## config.mk

```make
export PLATFORM = sky130hd
export DESIGN_NAME = yarp_mem_arbiter
export DESIGN_NICKNAME = d
export VERILOG_FILES = /design/src/rtl/yarp_mem_arbiter.sv
export SDC_FILE = /design/constraint.sdc
export NUM_CORES = 1
export LEC_CHECK = 0
export CAP_MARGIN = 10
export CORE_AREA = 5 5 105 107
export CTS_CLUSTER_DIAMETER = 80
export CTS_CLUSTER_SIZE = 30
export DETAILED_ROUTE_END_ITERATION = 10
export DIE_AREA = 0 0 110 112
export PLACE_DENSITY_LB_ADDON = 0.05
export SYNTH_ARGS = -nofsm -noshare
export SYNTH_HDL_FRONTEND = slang
export SYNTH_SLANG_ARGS = --single-unit
```

## constraint.sdc

```tcl
create_clock -name clk -period 6.17 [get_ports clk]
set_clock_uncertainty 0.05 [all_clocks]
set_input_delay 1.234 -clock clk [delete_from_list [all_inputs] [get_ports clk]]
set_output_delay 1.234 -clock clk [all_outputs]
set_load 0.1 [all_outputs]
```

## src/rtl/yarp_mem_arbiter.sv

```systemverilog
// Arbitrates the single memory port between instruction fetch and data load/store,
// tracks in-order outstanding IDs and steers each response back to its requester.
module yarp_mem_arbiter #(
   parameter int MAX_OUT      = 2,
   parameter int STARVE_LIMIT = 4
) (
   input  logic        clk,
   input  logic        reset,
   input  logic        if_req_i,
   input  logic [31:0] if_addr_i,
   output logic        if_gnt_o,
   output logic        if_rvalid_o,
   output logic [31:0] if_rdata_o,
   input  logic        dm_req_i,
   input  logic [31:0] dm_addr_i,
   input  logic        dm_we_i,
   input  logic [3:0]  dm_be_i,
   input  logic [31:0] dm_wdata_i,
   output logic        dm_gnt_o,
   output logic        dm_rvalid_o,
   output logic [31:0] dm_rdata_o,
   output logic        mem_req_o,
   output logic [31:0] mem_addr_o,
   output logic        mem_we_o,
   output logic [3:0]  mem_be_o,
   output logic [31:0] mem_wdata_o,
   input  logic        mem_gnt_i,
   input  logic        mem_rvalid_i,
   input  logic [31:0] mem_rdata_i,
   output logic        err_o
);

   logic [2:0] r_count;
   logic [1:0] r_wptr;
   logic [1:0] r_rptr;
   logic [3:0] r_fifo;
   logic [3:0] r_starve;
   logic       r_lock_vld;
   logic       r_lock_id;
   logic       r_err;

   logic       w_avail;
   logic       w_lock_hold;
   logic       w_retract;
   logic       w_win_dm;
   logic       w_grant;
   logic       w_head;
   logic       w_empty;
   logic       w_push;
   logic       w_pop;
   logic       w_rsp_err;

   // Capacity, lock tracking and winner selection (ID 1 = data, 0 = fetch)
   always_comb begin
      w_avail     = (r_count < 3'(MAX_OUT));
      w_lock_hold = r_lock_vld && (r_lock_id ? dm_req_i : if_req_i);
      w_retract   = r_lock_vld && !w_lock_hold;
      if (w_lock_hold) begin
         w_win_dm = r_lock_id;
      end else begin
         w_win_dm = dm_req_i && !(if_req_i && (r_starve >= 4'(STARVE_LIMIT)));
      end
      mem_req_o = w_avail && (if_req_i || dm_req_i) && !reset;
      w_grant   = mem_req_o && mem_gnt_i;
      if_gnt_o  = w_grant && !w_win_dm;
      dm_gnt_o  = w_grant && w_win_dm;
   end

   // Memory request mux: fetch is always a full-word read
   always_comb begin
      if (w_win_dm) begin
         mem_addr_o  = dm_addr_i;
         mem_we_o    = dm_we_i;
         mem_be_o    = dm_be_i;
         mem_wdata_o = dm_wdata_i;
      end else begin
         mem_addr_o  = if_addr_i;
         mem_we_o    = 1'b0;
         mem_be_o    = 4'hF;
         mem_wdata_o = 32'h0000_0000;
      end
   end

   // Response routing from the FIFO head; responses with no outstanding ID are dropped
   always_comb begin
      w_empty     = (r_count == 3'd0);
      w_head      = r_fifo[r_rptr];
      w_push      = w_grant;
      w_pop       = mem_rvalid_i && !w_empty;
      w_rsp_err   = mem_rvalid_i && w_empty;
      if_rvalid_o = w_pop && !w_head && !reset;
      dm_rvalid_o = w_pop && w_head && !reset;
      if_rdata_o  = mem_rdata_i;
      dm_rdata_o  = mem_rdata_i;
      err_o       = r_err;
   end

   // Outstanding-ID FIFO, lock, starvation counter and sticky error
   always_ff @(posedge clk or posedge reset) begin
      if (reset) begin
         r_count    <= 3'd0;
         r_wptr     <= 2'd0;
         r_rptr     <= 2'd0;
         r_fifo     <= 4'b0000;
         r_starve   <= 4'd0;
         r_lock_vld <= 1'b0;
         r_lock_id  <= 1'b0;
         r_err      <= 1'b0;
      end else begin
         if (w_push) begin
            r_fifo[r_wptr] <= w_win_dm;
            r_wptr <= (r_wptr == 2'(MAX_OUT - 1)) ? 2'd0 : r_wptr + 2'd1;
         end
         if (w_pop) begin
            r_rptr <= (r_rptr == 2'(MAX_OUT - 1)) ? 2'd0 : r_rptr + 2'd1;
         end
         case ({w_push, w_pop})
            2'b10:   r_count <= r_count + 3'd1;
            2'b01:   r_count <= r_count - 3'd1;
            default: r_count <= r_count;
         endcase

         if (mem_req_o && !mem_gnt_i) begin
            r_lock_vld <= 1'b1;
            r_lock_id  <= w_win_dm;
         end else begin
            r_lock_vld <= 1'b0;
            r_lock_id  <= 1'b0;
         end

         if (if_gnt_o) begin
            r_starve <= 4'd0;
         end else if (if_req_i && dm_gnt_o && (r_starve < 4'(STARVE_LIMIT))) begin
            r_starve <= r_starve + 4'd1;
         end else begin
            r_starve <= r_starve;
         end

         if (w_rsp_err || w_retract) begin
            r_err <= 1'b1;
         end else begin
            r_err <= r_err;
         end
      end
   end

endmodule
```

Word level (Yosys, flattened, before mapping)
Cells that the tools add are included.
{"block": "word_totals", "ff_bits": 18, "input_bits": 139, "out_inout_bits": 139, "word_cells": 72}
{"block": "classes", "add_sub_neg": 5, "magnitude_cmp": 6, "n_eq_ne": 4, "mux": 18, "n_reduce_logical": 31}
{"cell": "2-to-1 mux 32 bit", "n": 2}
{"cell": "logical AND 1 bit", "n": 19}
{"cell": "2-to-1 mux 4 bit", "n": 3}
{"cell": "zero test 1 bit", "n": 7}
{"cell": "2-to-1 mux 1 bit", "n": 7}
{"cell": "== test 2 x 1 -> 1 bit, second input constant", "n": 3}
{"cell": "< comparator 2 x 3 -> 1 bit, second input constant", "n": 2}
{"cell": "case mux 3 bit (2 select lines)", "n": 1}
{"cell": "adder 2 x 1 -> 2 bit, second input constant", "n": 2}
{"cell": "adder 4 x 1 -> 4 bit, second input constant", "n": 1}
{"cell": "bitwise mux 4 bit", "n": 1}
{"cell": ">= comparator 4 x 3 -> 1 bit, second input constant", "n": 1}
{"cell": "< comparator 4 x 3 -> 1 bit, second input constant", "n": 1}
{"cell": "2-to-1 mux 2 bit", "n": 2}
{"cell": "nonzero test 2 bit", "n": 2}
{"cell": "adder 3 x 1 -> 3 bit, second input constant", "n": 1}
{"cell": "zero test 3 bit", "n": 1}
{"cell": "< comparator 3 x 2 -> 1 bit, second input constant", "n": 1}
{"cell": "subtractor 3 x 1 -> 3 bit, second input constant", "n": 1}
{"cell": "binary-select mux 1 bit (select 2 bit)", "n": 1}
{"cell": "demux 1 bit (select 2 bit)", "n": 1}
{"cell": "== test 2 bit, second input constant", "n": 1}
{"cell": ">= comparator 2 x 1 -> 1 bit, second input constant", "n": 1}
{"cell": "logical OR 1 bit", "n": 2}

Logic depth before layout (Yosys ltp)
{"block": "depth", "depth_word": 10, "mapped_depth": 10}

Least setup slack after synthesis
OpenSTA, ideal clock, no wires.
{"block": "synth_path", "path_type": "input to output", "start": "input port mem_rvalid_i", "end": "output port if_rvalid_o", "arrival_ns": 3.413, "slack_ns": 1.473, "path_stages": 2, "path_cell_list": "o21ai_1 > nor3_1"}
{"block": "synth_via", "elab_chain_cells": 3}
{"item": "from (decl)", "line": "28", "text": "input logic mem_rvalid_i,"}
{"item": "logical AND 1 bit", "line": "89", "text": "w_pop = mem_rvalid_i && !w_empty;"}
{"item": "logical AND 1 bit (2 in series)", "line": "91", "text": "if_rvalid_o = w_pop && !w_head && !reset;"}
{"item": "to (decl)", "line": "12", "text": "output logic if_rvalid_o,"}
Every way passes these cells.

Worst setup path after layout
{"block": "layout_path", "start": "input port if_req_i", "end": "output port mem_addr_o[27]"}
{"block": "layout_via", "elab_chain_cells": 5, "word_cells_on_any_way": 7}
{"item": "from (decl)", "line": "9", "text": "input logic if_req_i,"}
{"item": "logical AND 1 bit", "line": "61", "text": "w_win_dm = dm_req_i && !(if_req_i && (r_starve >= 4'(STARVE_LIMIT)));"}
{"item": "zero test 1 bit", "line": "61"}
{"item": "logical AND 1 bit", "line": "61"}
{"item": "2-to-1 mux 1 bit *", "line": "58", "text": "if (w_lock_hold) begin"}
{"item": "2-to-1 mux 32 bit *", "line": "71", "text": "if (w_win_dm) begin"}
{"item": "to (decl)", "line": "23", "text": "output logic [31:0] mem_addr_o,"}
Mark *: on every way between the ends. The rest lies on a longest branch, timed or not.

==> impl_metrics.yaml <==
logic_synthesis:
  ys_warn_count: 0
  synth_area_um2: 2072
  post-synth-top-count-cell: "buf_4"
  synth_area_leaders: "buf_4 (23%), dfrtp_1 (22%), mux2_2 (18%)"
  yosys-top-cells-count: "buf_4 (64), mux2_2 (34), and2_1 (33), dfrtp_1 (18), inv_1 (9)"
  ys.flop_type: "dfrtp_1"
  synth_area_leader_cell: "buf_4"
  synth_enable_flop_cells: 0
  yosysUniqueCellTypes: 40
  syn_inst: 223
  post_synth.cell_area_avg_um2: 9.291
  syn_nets: 365
  ys_seq_area_frac: 0.2174
  ys_ff_latch: 18
  synthArstFlopShare: 1.000
  synth_top_area_frac: 0.2319
routing:
  ant_nets: 0
  drt_iter0_markers: 67
  routed-via-count: 1928
  wl_per_cell_um: 16.07
  drt_wl_total_mm: 7.602
  vias_per_cell: 4.076
  detail_route.first_pass.iterations: 4
  drc: 0
finish:
  area.growth.synth_to_final_pct: 63.83
  layout.area.seq_um2: 450.4
  diodes: 0
  drive_above_1_share: 0.3561
  final_nets: 481
  fill_cells: 1061
  multiInputGateArea_um2: 1055
clock_network:
  cts_setup_buffers: 0
  cts_resized: 0
  clk_latency_ns: 0.25
  clkSlewWorstSetupHoldPaths_ns: 0.07
  cts-htree-levels: 1
  cts_tree: "built"
  hold_buffers: 0
  cts_buffers: 3
  cts_root_buf: "clkbuf_8"
  clkSinkCount: 18
  clock_path_buffers: 2
critical_path:
  cp_cell_sequence: "clkdlybuf4s50_1 -> a21bo_2 -> o21ai_4 -> buf_4 -> mux2_2 -> buf_4"
  timing.critical_path.mode_cell: "buf_4"
  crit_family: "buffers and inverters"
  crit_buf_inv: 3
  cp-start-kind: "input port"
  crit_fanout: 36
  crit_arrival_ns: 3.30
  crit_path_end_kind: "output port"
  crit_type: "input port to output port"
  crit_required_ns: 4.89
  critPathMaxStageDelay_ns: 0.58
  slowest_stage: "clkdlybuf4s50_1"
grt:
  grt_usage: 0.1128
  grt-ovfl-total: 0
  grt_pass1_wl_mm: 10.98
  grt_max_degree: 43
  antenna_found_initial: 0
  grt_pass1_vias: 2101
sta:
  slew_viol_final: 0
  fin_crit_ns: 4.581
  max_freq_mhz: 218.3
  rsz0062_at_grt: "false"
  hold_violations: 0
  holdWs_ns: 0.4393
  max_slew_margin: 0.3508
  setup_viol: 0
  fin_crit_sh: 0.7425
  max_slew.worst_pin.slew_ns: 0.9708
  finalSetupTns_ns: 0
floorplan:
  die-width_um: 110
  rows: 37
  die_h_um: 112
  fp.dieArea_um2: 12320
  ios: 278
  start_util: 0.2063
  core_um2: 10050
place:
  portBuffers: 181
  place.gp.congestion: 0.7060
  dpl.hpwl_mm: 6.408
power:
  ir_worst_vdd_mv: 0.1217
  p_leak_nw: 1.468
  p_per_area_nw_per_um2: 308.5
status:
  status: "finished, final reports clean"
run:
  cap_violations: 0
hold_path:
  hold_class: "flip-flop to flip-flop"
==> flip-flops by register name, indices dropped and copies added (netlist names) <==
signal / flops
r_rptr: 2
r_fifo: 4
r_count: 3
r_lock_id: 1
r_lock_vld: 1
err_o: 1
r_starve: 4
r_wptr: 2
==> metal layers <==
layer	up-vias	routed length, µm	track usage
li1	911	-	-
met1	835	2397	0.1128
met2	172	3788	0.2039
met3	10	1356	0.06783
met4	0	60	0.01247
met5	-	0	0
==> final cells by class <==
class | instances | area share
flip-flops and latches | 18 | 0.1327
multi-input cells | 124 | 0.3107
well taps | 136 | 0.05013
inverters | 9 | 0.009952
repair buffers | 183 | 0.4843
clock buffers | 3 | 0.01216
==> through the flow <==
stage | setup WS (ns) | total power, W | instance area [µm²] | std cells | utilization
finish | 1.589 | 0.001047 | 3395 | 473 | 0.3379
global route | 1.489 | 0.001105 | 3395 | 473 | 0.3379
CTS | 1.568 | 0.001060 | 3395 | 473 | 0.3379
detailed placement | 1.586 | 0.0009739 | 3353 | 470 | 0.3338
global placement | 1.608 | 0.0009744 | 3353 | 470 | 0.3338
floorplan | 1.473 | 0.0009975 | 2072 | 223 | -
==> logic make-up after synthesis <==
group,share of synthesized area
compound gates,0.05737
xor+xnor,0.02114
fa+ha+maj,0.02174
buf+inv,0.2735
flops,0.2174
mux,0.2162
simple gates,0.1926
==> worst paths after layout <==
path | start | end | slack, ns | cells after the start
max | if_req_i | mem_addr_o[27] | 1.59 | 6
min | err_o | err_o | 0.44 | 1
max reg2reg | r_count[1] | r_count[2] | 3.93 | 9
min reg2reg | err_o | err_o | 0.44 | 1
max in group asynchronous | reset | r_wptr[0] | 4.10 | 2
min in group asynchronous | reset | r_rptr[1] | 1.50 | 2
==> power breakdown <==
part / total (W) / leakage, nW / switching [W] / internal (W)
sequential: 0.000199 / 0.227 / 0.0000385 / 0.000161
clock: 0.0000808 / 0.0216 / 0.0000375 / 0.0000433
combinational: 0.000767 / 1.22 / 0.000531 / 0.000236
==> cells in the final DEF (no fill, tap or decap), types with 3 or more instances in the layout <==
cell type          n
dfrtp_1           18
xnor2_1            3
inv_1              9
nor3_1             3
clkdlybuf4s50_1  108
mux2_2            34
clkbuf_8           3
and2_1            33
nor4_1             4
buf_4             75
nor2b_1            3
nand2b_1           4
nor2_1             6
No activity file was read; power rests on OpenSTA's default activity.
